### config.mk
export PLATFORM = sky130hd
export DESIGN_NAME = io_fmt_seq_flat
export DESIGN_NICKNAME = d
export VERILOG_FILES = /design/src/rtl/io_fmt_seq_if.sv /design/src/rtl/io_fmt_seq.sv /design/src/flat_wrapper.sv
export SDC_FILE = /design/constraint.sdc
export NUM_CORES = 1
export LEC_CHECK = 0
export CELL_PAD_IN_SITES_DETAIL_PLACEMENT = 2
export CELL_PAD_IN_SITES_GLOBAL_PLACEMENT = 2
export CORE_MARGIN = 5
export CORE_UTILIZATION = 28
export DETAILED_ROUTE_END_ITERATION = 6
export GPL_ROUTABILITY_DRIVEN = 0
export PLACE_DENSITY = 0.81
export RECOVER_POWER = 25
export SYNTH_ARGS = -nofsm -noshare
export SYNTH_HDL_FRONTEND = slang
export SYNTH_SLANG_ARGS = --single-unit
### constraint.sdc
create_clock -name CLOCK -period 1.8 [get_ports CLOCK]
set_input_delay 0.36 -clock CLOCK [delete_from_list [all_inputs] [get_ports CLOCK]]
set_output_delay 0.36 -clock CLOCK [all_outputs]
set_load 0.03 [all_outputs]
### src/rtl/io_fmt_seq_if.sv
// io_fmt_seq_if: format-track, device handshake and status signals of the slow-output sequencer.
interface io_fmt_seq_if #(parameter int CNT_W = 8);
    logic             T0, SLOW_OUT, START, SIGN, DEV_ACK;
    logic [2:0]       FMT;
    logic [3:0]       MZ_NIB;
    logic             FMT_ADV, DIGIT_OF, WAIT_OF, CR_TAB_OF, CHAR_STB, BUSY, DONE, RELOAD, TIMEOUT;
    logic [4:0]       CHAR;
    logic [CNT_W-1:0] CHAR_CNT;
    modport master (
        output T0, SLOW_OUT, START, FMT, MZ_NIB, SIGN, DEV_ACK,
        input  FMT_ADV, DIGIT_OF, WAIT_OF, CR_TAB_OF, CHAR, CHAR_STB, BUSY, DONE, RELOAD, TIMEOUT, CHAR_CNT
    );
    modport slave (
        input  T0, SLOW_OUT, START, FMT, MZ_NIB, SIGN, DEV_ACK,
        output FMT_ADV, DIGIT_OF, WAIT_OF, CR_TAB_OF, CHAR, CHAR_STB, BUSY, DONE, RELOAD, TIMEOUT, CHAR_CNT
    );
endinterface

### src/rtl/io_fmt_seq.sv
// io_fmt_seq: G-15 slow-output format sequencer feeding I/O 11 format controls and a strobe/ack device.
// Define IO_FMT_TIMEOUT_EN to add the EMIT device timeout (ACK_TIMEOUT cycles).
module io_fmt_seq #(
    parameter int ACK_TIMEOUT = 4096,
    parameter int CNT_W = 8
) (
    input logic CLOCK,
    input logic rst,
    io_fmt_seq_if.slave b
);
    typedef enum logic [2:0] {IDLE, FETCH, PREC, EMIT, ADV, FIN} state_t;
    localparam logic [2:0] F_DIG = 3'd0, F_END = 3'd1, F_CR = 3'd2, F_PER = 3'd3;
    localparam logic [2:0] F_SGN = 3'd4, F_RLD = 3'd5, F_TAB = 3'd6, F_WAIT = 3'd7;
    state_t state, state_n;
    logic [2:0] code, code_n;
    logic dof, dof_n, wof, wof_n, ctof, ctof_n, stb, stb_n;
    logic busy, busy_n, done, done_n, rld, rld_n;
    logic [4:0] chr, chr_n;
    logic [CNT_W-1:0] cnt, cnt_n;
    logic go, timeout_hit;
    function automatic logic [4:0] enc(input logic [2:0] c, input logic s);
        return c == F_CR ? 5'b00010 : c == F_TAB ? 5'b00011 : c == F_PER ? 5'b00100 :
               c == F_RLD ? 5'b00101 : {4'b0000, s};
    endfunction
    assign go = state == IDLE && b.START && b.SLOW_OUT;
    always_comb begin
        state_n = state;
        code_n = code;
        dof_n = dof;
        wof_n = wof;
        ctof_n = ctof;
        chr_n = chr;
        stb_n = stb;
        busy_n = busy;
        cnt_n = cnt;
        done_n = 1'b0;
        rld_n = 1'b0;
        if (state != IDLE && !b.SLOW_OUT) begin
            state_n = IDLE;
            {dof_n, wof_n, ctof_n, stb_n, busy_n} = '0;
            chr_n = '0;
        end else begin
            unique case (state)
                IDLE: if (go) begin
                    state_n = FETCH;
                    cnt_n = '0;
                    busy_n = 1'b1;
                end
                FETCH: if (b.T0) begin
                    code_n = b.FMT;
                    if (b.FMT == F_END) state_n = FIN;
                    else if (b.FMT == F_SGN || b.FMT == F_PER || b.FMT == F_RLD) begin
                        chr_n = enc(b.FMT, b.SIGN);
                        stb_n = 1'b1;
                        state_n = EMIT;
                    end else begin
                        dof_n = b.FMT == F_DIG;
                        wof_n = b.FMT == F_WAIT;
                        ctof_n = b.FMT == F_CR || b.FMT == F_TAB;
                        state_n = PREC;
                    end
                end
                // The *_OF level spans exactly one word time: FETCH T0 to PREC T0.
                PREC: if (b.T0) begin
                    {dof_n, wof_n, ctof_n} = '0;
                    if (code == F_WAIT) state_n = ADV;
                    else begin
                        chr_n = code == F_DIG ? {1'b1, b.MZ_NIB} : enc(code, b.SIGN);
                        stb_n = 1'b1;
                        state_n = EMIT;
                    end
                end
                EMIT: if (b.DEV_ACK) begin
                    stb_n = 1'b0;
                    cnt_n = cnt + CNT_W'(~&cnt);
                    rld_n = code == F_RLD;
                    state_n = code == F_RLD ? FIN : ADV;
                end else if (timeout_hit) begin
                    stb_n = 1'b0;
                    state_n = FIN;
                end
                ADV: state_n = FETCH;
                FIN: begin
                    done_n = 1'b1;
                    busy_n = 1'b0;
                    state_n = IDLE;
                end
                default: state_n = IDLE;
            endcase
        end
    end
    always_ff @(posedge CLOCK) begin
        if (!rst) begin
            state <= IDLE;
            code <= '0;
            {dof, wof, ctof, stb, busy, done, rld} <= '0;
            chr <= '0;
            cnt <= '0;
        end else begin
            state <= state_n;
            code <= code_n;
            {dof, wof, ctof, stb, busy, done, rld} <= {dof_n, wof_n, ctof_n, stb_n, busy_n, done_n, rld_n};
            chr <= chr_n;
            cnt <= cnt_n;
        end
    end
`ifdef IO_FMT_TIMEOUT_EN
    localparam int TW = $clog2(ACK_TIMEOUT + 1);
    logic [TW-1:0] tcnt;
    logic tmo;
    assign timeout_hit = tcnt == TW'(ACK_TIMEOUT - 1);
    always_ff @(posedge CLOCK) begin
        if (!rst) begin
            tcnt <= '0;
            tmo <= 1'b0;
        end else begin
            tcnt <= state == EMIT ? tcnt + TW'(1) : '0;
            tmo <= go ? 1'b0 : tmo | (state == EMIT && state_n == FIN && !b.DEV_ACK);
        end
    end
    assign b.TIMEOUT = tmo;
`else
    assign timeout_hit = 1'b0 & (ACK_TIMEOUT > 0);
    assign b.TIMEOUT = 1'b0;
`endif
    assign b.FMT_ADV = state == ADV;
    assign b.DIGIT_OF = dof;
    assign b.WAIT_OF = wof;
    assign b.CR_TAB_OF = ctof;
    assign b.CHAR = chr;
    assign b.CHAR_STB = stb;
    assign b.BUSY = busy;
    assign b.DONE = done;
    assign b.RELOAD = rld;
    assign b.CHAR_CNT = cnt;
endmodule

### src/flat_wrapper.sv
// flat-port wrapper written by rule: the top's interface ports become plain ports
module io_fmt_seq_flat 
#(
    parameter int ACK_TIMEOUT = 4096,
    parameter int CNT_W = 8
)
  (CLOCK, rst, b_T0, b_SLOW_OUT, b_START, b_FMT, b_MZ_NIB, b_SIGN, b_DEV_ACK, b_FMT_ADV, b_DIGIT_OF, b_WAIT_OF, b_CR_TAB_OF, b_CHAR, b_CHAR_STB, b_BUSY, b_DONE, b_RELOAD, b_TIMEOUT, b_CHAR_CNT);
  io_fmt_seq_if #(.CNT_W(CNT_W)) b_i ();
  input logic CLOCK;
  input logic rst;
  input wire logic [$bits(b_i.T0)-1:0] b_T0;
  input wire logic [$bits(b_i.SLOW_OUT)-1:0] b_SLOW_OUT;
  input wire logic [$bits(b_i.START)-1:0] b_START;
  input wire logic [$bits(b_i.FMT)-1:0] b_FMT;
  input wire logic [$bits(b_i.MZ_NIB)-1:0] b_MZ_NIB;
  input wire logic [$bits(b_i.SIGN)-1:0] b_SIGN;
  input wire logic [$bits(b_i.DEV_ACK)-1:0] b_DEV_ACK;
  output wire logic [$bits(b_i.FMT_ADV)-1:0] b_FMT_ADV;
  output wire logic [$bits(b_i.DIGIT_OF)-1:0] b_DIGIT_OF;
  output wire logic [$bits(b_i.WAIT_OF)-1:0] b_WAIT_OF;
  output wire logic [$bits(b_i.CR_TAB_OF)-1:0] b_CR_TAB_OF;
  output wire logic [$bits(b_i.CHAR)-1:0] b_CHAR;
  output wire logic [$bits(b_i.CHAR_STB)-1:0] b_CHAR_STB;
  output wire logic [$bits(b_i.BUSY)-1:0] b_BUSY;
  output wire logic [$bits(b_i.DONE)-1:0] b_DONE;
  output wire logic [$bits(b_i.RELOAD)-1:0] b_RELOAD;
  output wire logic [$bits(b_i.TIMEOUT)-1:0] b_TIMEOUT;
  output wire logic [$bits(b_i.CHAR_CNT)-1:0] b_CHAR_CNT;
  assign b_i.T0 = b_T0;
  assign b_i.SLOW_OUT = b_SLOW_OUT;
  assign b_i.START = b_START;
  assign b_i.FMT = b_FMT;
  assign b_i.MZ_NIB = b_MZ_NIB;
  assign b_i.SIGN = b_SIGN;
  assign b_i.DEV_ACK = b_DEV_ACK;
  assign b_FMT_ADV = b_i.FMT_ADV;
  assign b_DIGIT_OF = b_i.DIGIT_OF;
  assign b_WAIT_OF = b_i.WAIT_OF;
  assign b_CR_TAB_OF = b_i.CR_TAB_OF;
  assign b_CHAR = b_i.CHAR;
  assign b_CHAR_STB = b_i.CHAR_STB;
  assign b_BUSY = b_i.BUSY;
  assign b_DONE = b_i.DONE;
  assign b_RELOAD = b_i.RELOAD;
  assign b_TIMEOUT = b_i.TIMEOUT;
  assign b_CHAR_CNT = b_i.CHAR_CNT;
  io_fmt_seq #(.ACK_TIMEOUT(ACK_TIMEOUT), .CNT_W(CNT_W)) u_core (.CLOCK(CLOCK), .rst(rst), .b(b_i));
endmodule
== Word-level counts from Yosys, hierarchy flattened ==
Cells that the tools add are included.
W data, S select, Z words.

* Register bits after elaboration: 26
* Bits of input ports: 14
* Logic and storage cells: 117

* Add/subtract/negate cells: 1
* Equal/unequal tests: 25
* Multiplexer cells: 50
* Bitwise gates (word level): 4
* Reductions and logical operators: 26

{| class="wikitable"
|+ Operator list
! cell !! count
|-
| $mux W5 || 12
|-
| $eq A3 B3 Y1 const B || 9
|-
| $mux W3 || 8
|-
| $mux W1 || 20
|-
| $eq A3 B2 Y1 const B || 6
|-
| $mux W8 || 2
|-
| $pmux W8 S2 || 1
|-
| $pmux W3 S5 || 1
|-
| $ne A2 B2 Y1 const B || 6
|-
| $pmux W5 S2 || 1
|-
| $logic_not A3 Y1 || 3
|-
| $add A8 B1 Y8 || 1
|-
| $pmux W1 S2 || 4
|-
| $reduce_and A4 Y1 || 2
|-
| $reduce_and A8 Y1 || 1
|-
| $reduce_and A7 Y1 || 1
|-
| $eq A3 B1 Y1 const B || 2
|-
| $reduce_and A6 Y1 || 1
|-
| $reduce_bool A2 Y1 || 3
|-
| $reduce_bool A3 Y1 || 2
|-
| $reduce_and A5 Y1 || 1
|-
| $ne A2 B1 Y1 const B || 2
|-
| $not A1 Y1 || 4
|-
| $reduce_or A4 Y1 || 1
|-
| other kinds (7) || 12
|}

== Longest topological paths before layout ==
Gate-level depths: netlist of the first run.

* Depth after elaboration: 9
* Mapped depth: 8
* Gate-level depth less buffers: 8

== Least setup slack after synthesis of the first run ==
No wires, ideal clock.

* Kind: reg2reg
* From: register u_core.cnt[2] (netlist: u_core.b.CHAR_CNT[2])
* To: register u_core.cnt[4] (netlist: u_core.b.CHAR_CNT[4])
* Data arrival time: 1.780 ns
* Data required time: 1.679 ns
* Path slack: -0.101 ns
* Stages on the path, launching flop included: 9
* Clock period less this slack: 1.901 ns
* Path through: dfxtp_1 > and3_1 > and3_1 > nand4_1 > ha_1 > ha_1 > nand4_1 > xor2_1 > nor2_1

* Word-level cells in the longest chain between the ends: 5

{| class="wikitable"
|+ Ends and longest elaborated chain
! item !! RTL line !! text
|-
| start, declared || io_fmt_seq.sv:19 || <nowiki>logic [CNT_W-1:0] cnt, cnt_n;</nowiki>
|-
| start signal, assigned || io_fmt_seq.sv:104 || <nowiki>cnt <= cnt_n;</nowiki>
|-
| $reduce_and A8 Y1 || io_fmt_seq.sv:75 || <nowiki>cnt_n = cnt + CNT_W'(~&cnt);</nowiki>
|-
| $logic_not A1 Y1 || io_fmt_seq.sv:75 ||
|-
| $add A8 B1 Y8 (*) || io_fmt_seq.sv:75 ||
|-
| $mux W8 (*) || io_fmt_seq.sv:73 || <nowiki>EMIT: if (b.DEV_ACK) begin</nowiki>
|-
| $pmux W8 S2 (*) || io_fmt_seq.sv:43 || <nowiki>unique case (state)</nowiki>
|}

Every way passes the cells marked *; elsewhere a longest branch is shown, timed or not. The select of a mux whose other input is x is not followed.
A chain may end at the register's enable or synchronous reset.

== Worst setup path in the final report of the first run ==
* From: register u_core.cnt[0] (netlist: u_core.b.CHAR_CNT[0])
* To: output b_CHAR_CNT[0]

{| class="wikitable"
|+ RTL lines
! item !! RTL line !! text
|-
| end, declared || flat_wrapper.sv:28 || <nowiki>output wire logic [$bits(b_i.CHAR_CNT)-1:0] b_CHAR_CNT;</nowiki>
|}

No word-level cell between the ends.

==> flow_metrics.py, run 1 <==
metrics = {
    "final_layout": {
        "fin_nets": 259,
        "final_cell_area_um2": 2230,
        "drive_gt1_frac": 0.2562,
        "num_antenna_cells": 0,
        "final_cells": 312,
        "regArea_um2": 530.5,
        "syn_to_final_growth_pct": 47.64,
        "multiInputGateArea_um2": 952.2,
        "nFillCells": 585,
    },
    "placed_design": {
        "place_inst": 307,
        "dpl_cell_area_um2": 2137,
        "port_buffers": 34,
        "dp_hpwl_um": 3911,
    },
    "power": {
        "p_per_area_nw_per_um2": 666.1,
        "leakage_nw": 0.8771,
        "peakVddDrop_mv": 0.2858,
    },
    "clock_network": {
        "cts_buffers": 3,
        "postCtsSetupRepairBufs": 0,
        "cts_num_sinks": 26,
        "h-tree-depth": 1,
        "clock-root-buffer": "clkbuf_8",
        "holdBufCountCts": 0,
        "clock_path_buffers": 2,
        "cts_tree": "built",
        "insertion_delay_ns": 0.28,
        "clk_pin_slew_ns": 0.10,
    },
    "synthesis": {
        "async_flop_share": 0,
        "synth_cell_types": 44,
        "syn_area_um2": 1510,
        "synth_seq_cells": 26,
        "synthFlopType": "dfxtp_1",
        "synth-warning-count": 0,
        "syn_avg_cell_area_um2": 8.390,
        "synth_fp_nets": 196,
        "synth_edf_count": 0,
        "ys_seq_area_frac": 0.3447,
        "synth_cells": 180,
    },
    "global_route": {
        "grt_max_degree": 16,
        "grt_pass1_vias": 1640,
        "antenna_found_initial": 0,
        "track_usage": 0.1489,
        "grt-ovfl-total": 0,
        "grt_pass1_wl_um": 8404,
    },
    "setup_path": {
        "r2r_cells": 8,
        "crit_path_max_incr_delay_ns": 0.69,
        "cp_top_family": "buffers and inverters",
        "critPathLaunchType": "register",
        "cp.arrival_ns": 1.37,
        "cp_num_cells": 1,
        "crit_fanout": 4,
        "critPathKind": "reg2out",
        "worst_setup_path_end_kind": "primary output",
        "cp.required_ns": 1.44,
        "critPathSlowestCell": "clkdlybuf4s50_1",
        "path_buf_inv": 1,
        "cp_cell_sequence": "clkdlybuf4s50_1",
    },
    "die": {
        "ios": 36,
        "core_um2": 5172,
        "rows": 26,
        "start_util": 0.2920,
        "die-area_um2": 6962,
        "die_w_um": 83.44,
        "die_y_um": 83.44,
    },
    "timing": {
        "report.final.setup_viol": 0,
        "min_period_ns": 1.733,
        "max_freq_mhz": 577.0,
        "finalCritPeriodShare": 0.9628,
        "final.setup.tns_ns": 0,
        "finClkSkew_ns": 0.003501,
        "hold_viol": 0,
        "rsz0062_at_grt": "no",
        "slew_viol_final": 0,
    },
    "drt": {
        "vias": 1555,
        "drt-initial-drc-count": 57,
        "wl_per_cell_um": 16.56,
        "totalWireLength_um": 5166,
        "detail-route-antenna-nets": 0,
        "dr.pass1.iters": 4,
        "vias_per_cell": 4.984,
        "post-route-drc-count": 0,
    },
    "min_path": {
        "min_path_cells": 2,
        "hp-class": "reg2reg",
    },
    "status": {
        "status": "complete, no violations",
    },
    "job": {
        "maxCapViolations": 0,
    },
}
==> worst register-to-register path, cell delays in order, from the launching register on <==
cell and delay [ns]:
dfxtp_2 0.37, and3_4 0.20, and3_1 0.18, nand4_1 0.11
ha_1 0.22, ha_2 0.19, nand4_1 0.12, xor2_1 0.16
nor2_1 0.05
==> path summary, 6_finish.rpt <==
kind,startpoint,endpoint,slack (ns)
setup / recovery,u_core.b.CHAR_CNT[0],b_CHAR_CNT[0],0.07
hold / removal,u_core.b.CHAR[0],u_core.b.CHAR[0],0.47
setup reg to reg,u_core.b.CHAR_CNT[3],u_core.b.CHAR_CNT[6],0.12
hold reg to reg,u_core.b.CHAR[0],u_core.b.CHAR[0],0.47
==> logic make-up after synthesis <==
family,after synthesis,synth area share
other cells,1,0.002483
mux,11,0.07788
compound gates,30,0.1525
buf+inv,13,0.04059
xor+xnor,9,0.05220
simple gates,88,0.3132
flops,26,0.3447
fa+ha+maj,2,0.01657
==> power by group <==
part,switching (W),internal (W),total (W),leakage (nW)
registers,0.0000213,0.000593,0.000614,0.213
logic,0.000188,0.000173,0.000361,0.628
clock network,0.000212,0.000298,0.000510,0.0357
==> sequential cells by signal (all words and copies together), names as in the netlist <==
signal and count:
u_core.b.CHAR 5, u_core.b.CHAR_CNT 8, u_core.state 3, u_core.b.BUSY 1, u_core.b.WAIT_OF 1, u_core.b.CHAR_STB 1, u_core.b.CR_TAB_OF 1, u_core.b.RELOAD 1
u_core.b.DIGIT_OF 1, u_core.b.DONE 1, u_core.code 3
==> layer usage <==
layer / share of wire / track usage
met3: 0.038 / 0.03267
met5: 0 / 0
met1: 0.45 / 0.1913
met4: 0.0081 / 0.03070
met2: 0.51 / 0.2558
==> cell type report <==
class	count	area share
multi-input cells	142	0.4270
repair buffers	67	0.2587
flip-flops and latches	26	0.2379
well taps	70	0.03928
clock buffers	3	0.01852
clock inverters	1	0.01347
inverters	3	0.005051
==> metrics by stage <==
stage | util | hold WS, ns | total power, W | worst slack (ns)
after floorplan | - | 0.4882 | 0.0008180 | 0.02779
after global placement | 0.4132 | 0.4490 | 0.0009680 | -0.2489
after detailed placement | 0.4132 | 0.4558 | 0.0009828 | -0.2947
after CTS | 0.4272 | 0.4723 | 0.001503 | 0.001155
after global routing | 0.4311 | 0.5234 | 0.001567 | 0.01244
final | 0.4311 | 0.4689 | 0.001485 | 0.06702
==> cells in the final DEF, fill, tap and decap left out, types with 2 or more instances in the layout <==
cell / netlist / routed
xor2_1: 8 / 8
a21oi_2: 1 / 2
and3_1: 3 / 2
or3b_4: 2 / 2
dlymetal6s2s_1: 0 / 3
mux2i_1: 8 / 8
buf_4: 2 / 33
a211oi_1: 2 / 2
dfxtp_1: 26 / 20
clkdlybuf4s50_1: 0 / 26
and3_4: 1 / 2
nor3b_1: 2 / 2
dfxtp_2: 0 / 5
clkbuf_8: 0 / 3
inv_1: 3 / 3
nor4_1: 2 / 2
nand2b_1: 5 / 5
or3_1: 2 / 2
o21ai_0: 5 / 6
nand3_1: 3 / 3
nor2b_1: 8 / 7
clkbuf_1: 4 / 2
nand2_1: 16 / 15
nand4_1: 6 / 6
a211o_1: 2 / 2
mux2_2: 2 / 2
nor2_1: 23 / 22
a21oi_1: 13 / 13
nor3_1: 8 / 8
==> synthesized netlist by cell type (2+ instances only) <==
cell	instances	area, um^2
a211oi_1	2	15.01
nor2_1	23	86.33
a21oi_1	13	65.06
buf_4	2	15.01
a211o_1	2	17.52
mux2_2	2	22.52
o21ai_0	5	25.02
inv_1	3	11.26
nor2b_1	8	50.05
xor2_1	8	70.07
and3_1	3	18.77
nand2b_1	5	31.28
nand3_1	3	15.01
buf_2	4	20.02
nor3b_1	2	15.01
or3b_4	2	22.52
nand4_1	6	37.54
clkbuf_1	4	15.01
or3_1	2	12.51
nor4_1	2	12.51
nand2_1	16	60.06
dfxtp_1	26	520.5
nor3_1	8	40.04
ha_1	2	25.02
mux2i_1	8	80.08
==> repair_timing <==
| action | 4_1_cts | 5_1_grt |
|---|---|---|
| gates cloned | 0 | 1 |
| resized for setup | 3 | 12 |
| setup endpoints to repair | 16 | 20 |
| pin swaps | 0 | 5 |
| hold endpoints to repair | 0 | 0 |
(Power assumes the default switching activity.)
==> run 2: changes to the inputs <==
--- a/config.mk
+++ b/config.mk
@@ -7,7 +7,6 @@
 export LEC_CHECK = 0
 export CELL_PAD_IN_SITES_DETAIL_PLACEMENT = 2
 export CELL_PAD_IN_SITES_GLOBAL_PLACEMENT = 2
-export CORE_MARGIN = 5
 export CORE_UTILIZATION = 28
 export DETAILED_ROUTE_END_ITERATION = 6
 export GPL_ROUTABILITY_DRIVEN = 0
==> run 2 against run 1 <==
  * Critical path depth grew 1
  * Die area down 18%
  * Critical path type unchanged
  * Global-route usage is 5.4 points higher
  * Routed wire length increased by 2.5%
  * Sequential power about the same
  * Cell area grew 2.9%
  * Flip-flop and latch count did not move
  * Clock power is 23% lower
  * Largest power group unchanged
  * Register-to-register slack worse by 0.03 ns
  * First-iteration DRC count decreased by 25%
  * Cell count rose by 2.6%
==> flow_metrics.py, run 2 (synthesis gave the netlist of run 1 again) <==
metrics = {
    "final_layout": {
        "syn_to_final_growth_pct": 51.86,
        "fin_nets": 267,
        "layout_commonest_cell": "buf_4",
        "num_antenna_cells": 0,
        "layout_common_cells": "41 x buf_4, 27 x clkdlybuf4s50_1, 22 x nor2_1, 20 x dfxtp_1, 16 x nand2_1",
        "final_cell_area_um2": 2293,
        "drive_gt1_frac": 0.2960,
        "largest_register_ffs": 8,
    },
    "setup_path": {
        "cp_cell_sequence": "buf_4 > clkdlybuf4s50_1",
        "cp_num_cells": 2,
        "cp.arrival_ns": 1.38,
        "cp.required_ns": 1.44,
        "critPathKind": "reg2out",
        "r2r-start": "u_core.state[0]",
        "cp_top_family": "buffers and inverters",
        "r2r_end": "u_core.b.CHAR[2]",
        "crit_path_max_incr_delay_ns": 0.65,
        "critPathCapture": "b_CHAR_CNT[4]",
        "path_buf_inv": 2,
        "worst_setup_path_end_kind": "primary output",
        "startpoint": "u_core.b.CHAR_CNT[4]",
        "r2r_cells": 5,
        "critPathLaunchType": "register",
        "crit_fanout": 2,
        "critPathSlowestCell": "clkdlybuf4s50_1",
        "ff2ff_setup_slack_ns": 0.09,
    },
    "drt": {
        "dr.pass1.iters": 3,
        "vias": 1574,
        "wl_per_cell_um": 16.55,
        "totalWireLength_um": 5295,
        "post-route-drc-count": 0,
        "vias_per_cell": 4.919,
        "drt-initial-drc-count": 43,
        "detail-route-antenna-nets": 0,
    },
    "power": {
        "p_per_area_nw_per_um2": 606.0,
        "peakVddDrop_mv": 0.2894,
        "p_total_w": 0.001390,
        "leakage_nw": 0.9025,
    },
    "die": {
        "start_util": 0.2938,
        "ios": 36,
        "rows": 26,
        "die-area_um2": 5691,
        "die_y_um": 75.44,
        "core_um2": 5140,
        "die_w_um": 75.44,
    },
    "global_route": {
        "busiest_layer": "met2",
        "use_met2": 0.3760,
        "grt_pass1_wl_um": 8549,
        "grt-ovfl-total": 0,
        "antenna_found_initial": 0,
        "grt_max_degree": 15,
        "track_usage": 0.2029,
        "use_met3": 0.01720,
        "grt_use_met1": 0.2450,
        "grt_pass1_vias": 1705,
    },
    "placed_design": {
        "dp_hpwl_um": 3912,
        "dp_slack_ns": -0.3395,
        "port_buffers": 34,
        "dpl_cell_area_um2": 2187,
    },
    "timing": {
        "setup_slack_ns": 0.05901,
        "report.final.setup_viol": 0,
        "hold_viol": 0,
        "min_period_ns": 1.741,
        "slew_viol_final": 0,
        "finClkSkew_ns": 0.004684,
        "max_freq_mhz": 574.4,
        "rsz0062_at_grt": "yes",
        "finalCritPeriodShare": 0.9672,
    },
    "clock_network": {
        "clock-root-buffer": "clkbuf_8",
        "cts_buffers": 3,
        "cts_tree": "built",
        "clock_path_buffers": 2,
        "insertion_delay_ns": 0.27,
        "clk_pin_slew_ns": 0.10,
        "cts_num_sinks": 26,
        "h-tree-depth": 1,
    },
    "job": {
        "maxCapViolations": 0,
    },
    "status": {
        "status": "complete, no violations",
    },
    "min_path": {
        "hp-class": "reg2reg",
    },
}
==> run 2: cell types whose count changed in the layout (fill, tap and decap cells not counted), moves of 2 or more <==
cell            previous run  this run
buf_4                     33        41
dlygate4sd2_1              1         4
dlymetal6s2s_1             3         1
nand2b_1                   5         3
nand2b_2                   0         2
==> run 2: worst min-delay path by stage <==
stage / from / end / cells past startpoint
6_report: u_core.b.CHAR[2] / u_core.b.CHAR[2] / 2
5_1_grt: u_core.b.CHAR[2] / u_core.b.CHAR[2] / 2
4_1_cts: u_core.b.CHAR[2] / u_core.b.CHAR[2] / 2
3_5_place_dp: u_core.b.CHAR[2] / u_core.b.CHAR[2] / 2
3_3_place_gp: u_core.b.CHAR[2] / u_core.b.CHAR[2] / 2
2_1_floorplan: rst / u_core.code[1] / 1
==> run 2: metal layers <==
metal  vias up  routed length, um
li1        772                  -
met1       769               2266
met2        25               2833
met3         8                100
met4         0                 95
met5         -                  0
==> run 2: cell type report <==
cell class                      instances  area (um^2)
Tap cell                               70        87.58
Multi-Input combinational cell        141        957.2
Clock buffer                            4        55.05
Sequential cell                        26        528.0
Fill cell                             606         2846
Inverter                                3        11.26
Timing Repair Buffer                   76        654.4
==> run 2: per-stage QoR <==
step	utilization	instances	hold slack, ns	setup TNS [ns]
2_1_floorplan	-	180	0.4882	0
3_3_place_gp	0.4255	312	0.4599	-3.804
3_5_place_dp	0.4255	312	0.4584	-4.666
4_1_cts	0.4443	319	0.4805	0
5_1_grt	0.4462	320	0.4957	-0.01387
6_report	0.4462	320	0.4789	0
==> run 2: worst reg2reg max path: cells and delay by family, from the launching register on <==
kind	cells	cell delay [ns]
AOI/OAI and AO/OA	4	1.01
and+or+nand+nor	1	0.24
DFF	1	0.39
==> run 2: timing repair <==
item | CTS | global route
gates resized for setup | 12 | 6
setup buffers | 3 | 1
pin swaps | 4 | 2
setup endpoints to repair | 10 | 13
cloned | 0 | 0
hold buffers | 0 | 0
==> run 2: power by group <==
group	internal (W)	leakage, nW	switching, W
combinational	0.000188	0.661	0.000194
sequential	0.000593	0.213	0.0000220
clock	0.000196	0.0288	0.000196
==> run 3: changes to the inputs <==
--- a/config.mk
+++ b/config.mk
@@ -5,13 +5,16 @@
 export SDC_FILE = /design/constraint.sdc
 export NUM_CORES = 1
 export LEC_CHECK = 0
+export CAP_MARGIN = 40
 export CELL_PAD_IN_SITES_DETAIL_PLACEMENT = 2
 export CELL_PAD_IN_SITES_GLOBAL_PLACEMENT = 2
-export CORE_UTILIZATION = 28
+export CORE_UTILIZATION = 36
 export DETAILED_ROUTE_END_ITERATION = 6
+export DONT_BUFFER_PORTS = 1
 export GPL_ROUTABILITY_DRIVEN = 0
 export PLACE_DENSITY = 0.81
 export RECOVER_POWER = 25
+export SLEW_MARGIN = 15
 export SYNTH_ARGS = -nofsm -noshare
 export SYNTH_HDL_FRONTEND = slang
 export SYNTH_SLANG_ARGS = --single-unit
==> run 3 against run 2 <==
  * Cell count decreased by 21%
  * Sequential share of layout area up 5.8 points
  * Critical endpoint is now u_core.b.CHAR_CNT[4]
  * Utilization increased by 1.1 points
==> flow_metrics.py, run 3 (synthesis gave the netlist of run 1 again) <==
metrics = {
    "placed_design": {
        "dpl_cell_area_um2": 1707,
        "port_buffers": 0,
        "dp_slack_ns": -0.1095,
        "dp_hpwl_um": 3659,
    },
    "clock_network": {
        "clock-root-buffer": "clkbuf_8",
        "cts_buffers": 3,
        "cts_tree": "built",
        "h-tree-depth": 1,
        "cts_num_sinks": 26,
        "clock_path_buffers": 2,
        "insertion_delay_ns": 0.28,
        "clk_pin_slew_ns": 0.10,
    },
    "final_layout": {
        "fin_nets": 219,
        "num_antenna_cells": 0,
        "largest_register_ffs": 8,
        "final_cell_area_um2": 1828,
        "drive_gt1_frac": 0.2525,
        "syn_to_final_growth_pct": 21.04,
        "layout_common_cells": "23 x nor2_1, 23 x buf_4, 21 x dfxtp_1, 15 x nand2_1, 12 x a21oi_1",
    },
    "timing": {
        "finClkSkew_ns": 0.008106,
        "report.final.setup_viol": 0,
        "relSlewSlack": 0.6655,
        "min_period_ns": 1.719,
        "setup_slack_ns": 0.08086,
        "worst_slew_pin_slew_ns": 0.5017,
        "finalCritPeriodShare": 0.9551,
        "slew_viol_final": 0,
        "max_freq_mhz": 581.7,
        "hold_viol": 0,
    },
    "setup_path": {
        "ff2ff_setup_slack_ns": 0.08,
        "crit_fanout": 4,
        "r2r-start": "u_core.b.CHAR_CNT[4]",
        "worst_setup_path_end_kind": "register",
        "critPathLaunchType": "register",
        "critPathKind": "reg2reg",
        "cp.required_ns": 1.98,
        "r2r_cells": 8,
        "r2r_end": "u_core.b.CHAR_CNT[4]",
        "cp.arrival_ns": 1.90,
    },
    "drt": {
        "drt-initial-drc-count": 23,
        "detail-route-antenna-nets": 0,
        "vias": 1420,
        "post-route-drc-count": 0,
        "wl_per_cell_um": 19.58,
        "totalWireLength_um": 4935,
        "vias_per_cell": 5.635,
        "dr.pass1.iters": 4,
    },
    "die": {
        "start_util": 0.3775,
        "die-area_um2": 4458,
        "rows": 23,
        "ios": 36,
        "die_w_um": 66.77,
        "core_um2": 4000,
        "die_y_um": 66.77,
    },
    "min_path": {
        "hold_end": "u_core.code[2]",
        "min_path_cells": 1,
        "hp-class": "in2reg",
        "min_from": "rst",
    },
    "power": {
        "peakVddDrop_mv": 0.3097,
        "p_per_area_nw_per_um2": 767.8,
        "leakage_nw": 0.6859,
    },
    "global_route": {
        "grt_pass1_wl_um": 7645,
        "antenna_found_initial": 0,
        "track_usage": 0.2351,
        "grt_max_degree": 16,
        "grt_pass1_vias": 1544,
        "grt-ovfl-total": 0,
    },
    "status": {
        "status": "complete, no violations",
    },
    "job": {
        "maxCapViolations": 0,
    },
}
==> run 3: cell count changes in the layout (fill, tap and decap cells not counted), sizes merged <==
cell           change
buf               -19
clkbuf             +2
dlymetal6s2s       -1
dlygate4sd2        -4
bufinv             +1
clkdlybuf4s50     -27
==> run 3: report_power, final <==
part	internal [W]	switching, W
logic	0.000118	0.000148
clock network	0.000298	0.000210
registers	0.000594	0.0000369
total	0.00101	0.000394
==> run 3: area by class of cell <==
type	count	area, um^2
clock buffers	3	41.29
flip-flops and latches	26	526.8
repair buffers	28	191.4
multi-input cells	141	964.7
well taps	50	62.56
fillers	477	2172
inverters	3	11.26
clock inverters	1	30.03
==> run 3: routing by layer <==
layer,part of all wire,track usage,vias to the layer above
met4,0.023,0.09574,0
li1,-,-,673
met5,0,0,-
met1,0.39,0.2544,707
met2,0.55,0.4470,29
met3,0.032,0.03425,11
==> run 3: worst max-delay path by stage <==
| stage | from | endpoint | slack [ns] | depth (start not counted) |
|---|---|---|---|---|
| after floorplan | u_core.state[2] | b_FMT_ADV | 0.03 | 2 |
| after global placement | u_core.state[1] | u_core.b.CHAR_CNT[4] | 0.02 | 6 |
| after detailed placement | u_core.state[1] | u_core.b.CHAR_CNT[4] | -0.11 | 6 |
| after CTS | u_core.b.CHAR_CNT[4] | u_core.b.CHAR_CNT[4] | 0.01 | 8 |
| after global routing | u_core.b.CHAR_CNT[4] | u_core.b.CHAR_CNT[4] | -0.004 | 8 |
| final | u_core.b.CHAR_CNT[4] | u_core.b.CHAR_CNT[4] | 0.08 | 8 |
==> run 3: critical path, stage by stage (launching register included) <==
cell,delay [ns]
dfxtp_2,0.34
and3_4,0.18
and3_1,0.20
nand4_1,0.11
ha_2,0.24
ha_4,0.16
nand4_1,0.12
xor2_1,0.20
nor2_1,0.06
==> run 3: through the flow <==
stage | instances | setup TNS [ns] | total power (W) | hold slack, ns | util
6_report | 252 | 0 | 0.001404 | 0.2011 | 0.4570
5_1_grt | 252 | -0.003849 | 0.001454 | 0.2071 | 0.4570
2_1_floorplan | 180 | 0 | 0.0008180 | 0.4882 | -
3_3_place_gp | 244 | 0 | 0.0008713 | 0.4983 | 0.4267
3_5_place_dp | 244 | -0.7726 | 0.0008901 | 0.5026 | 0.4267
4_1_cts | 249 | 0 | 0.001401 | 0.2037 | 0.4501
==> run 3: repair_timing <==
action	CTS	global route
hold endpoints to repair	0	0
endpoints found under the setup margin	11	16
resized for setup	5	5
pin swaps	2	1
hold buffers	0	0
setup buffers	1	3
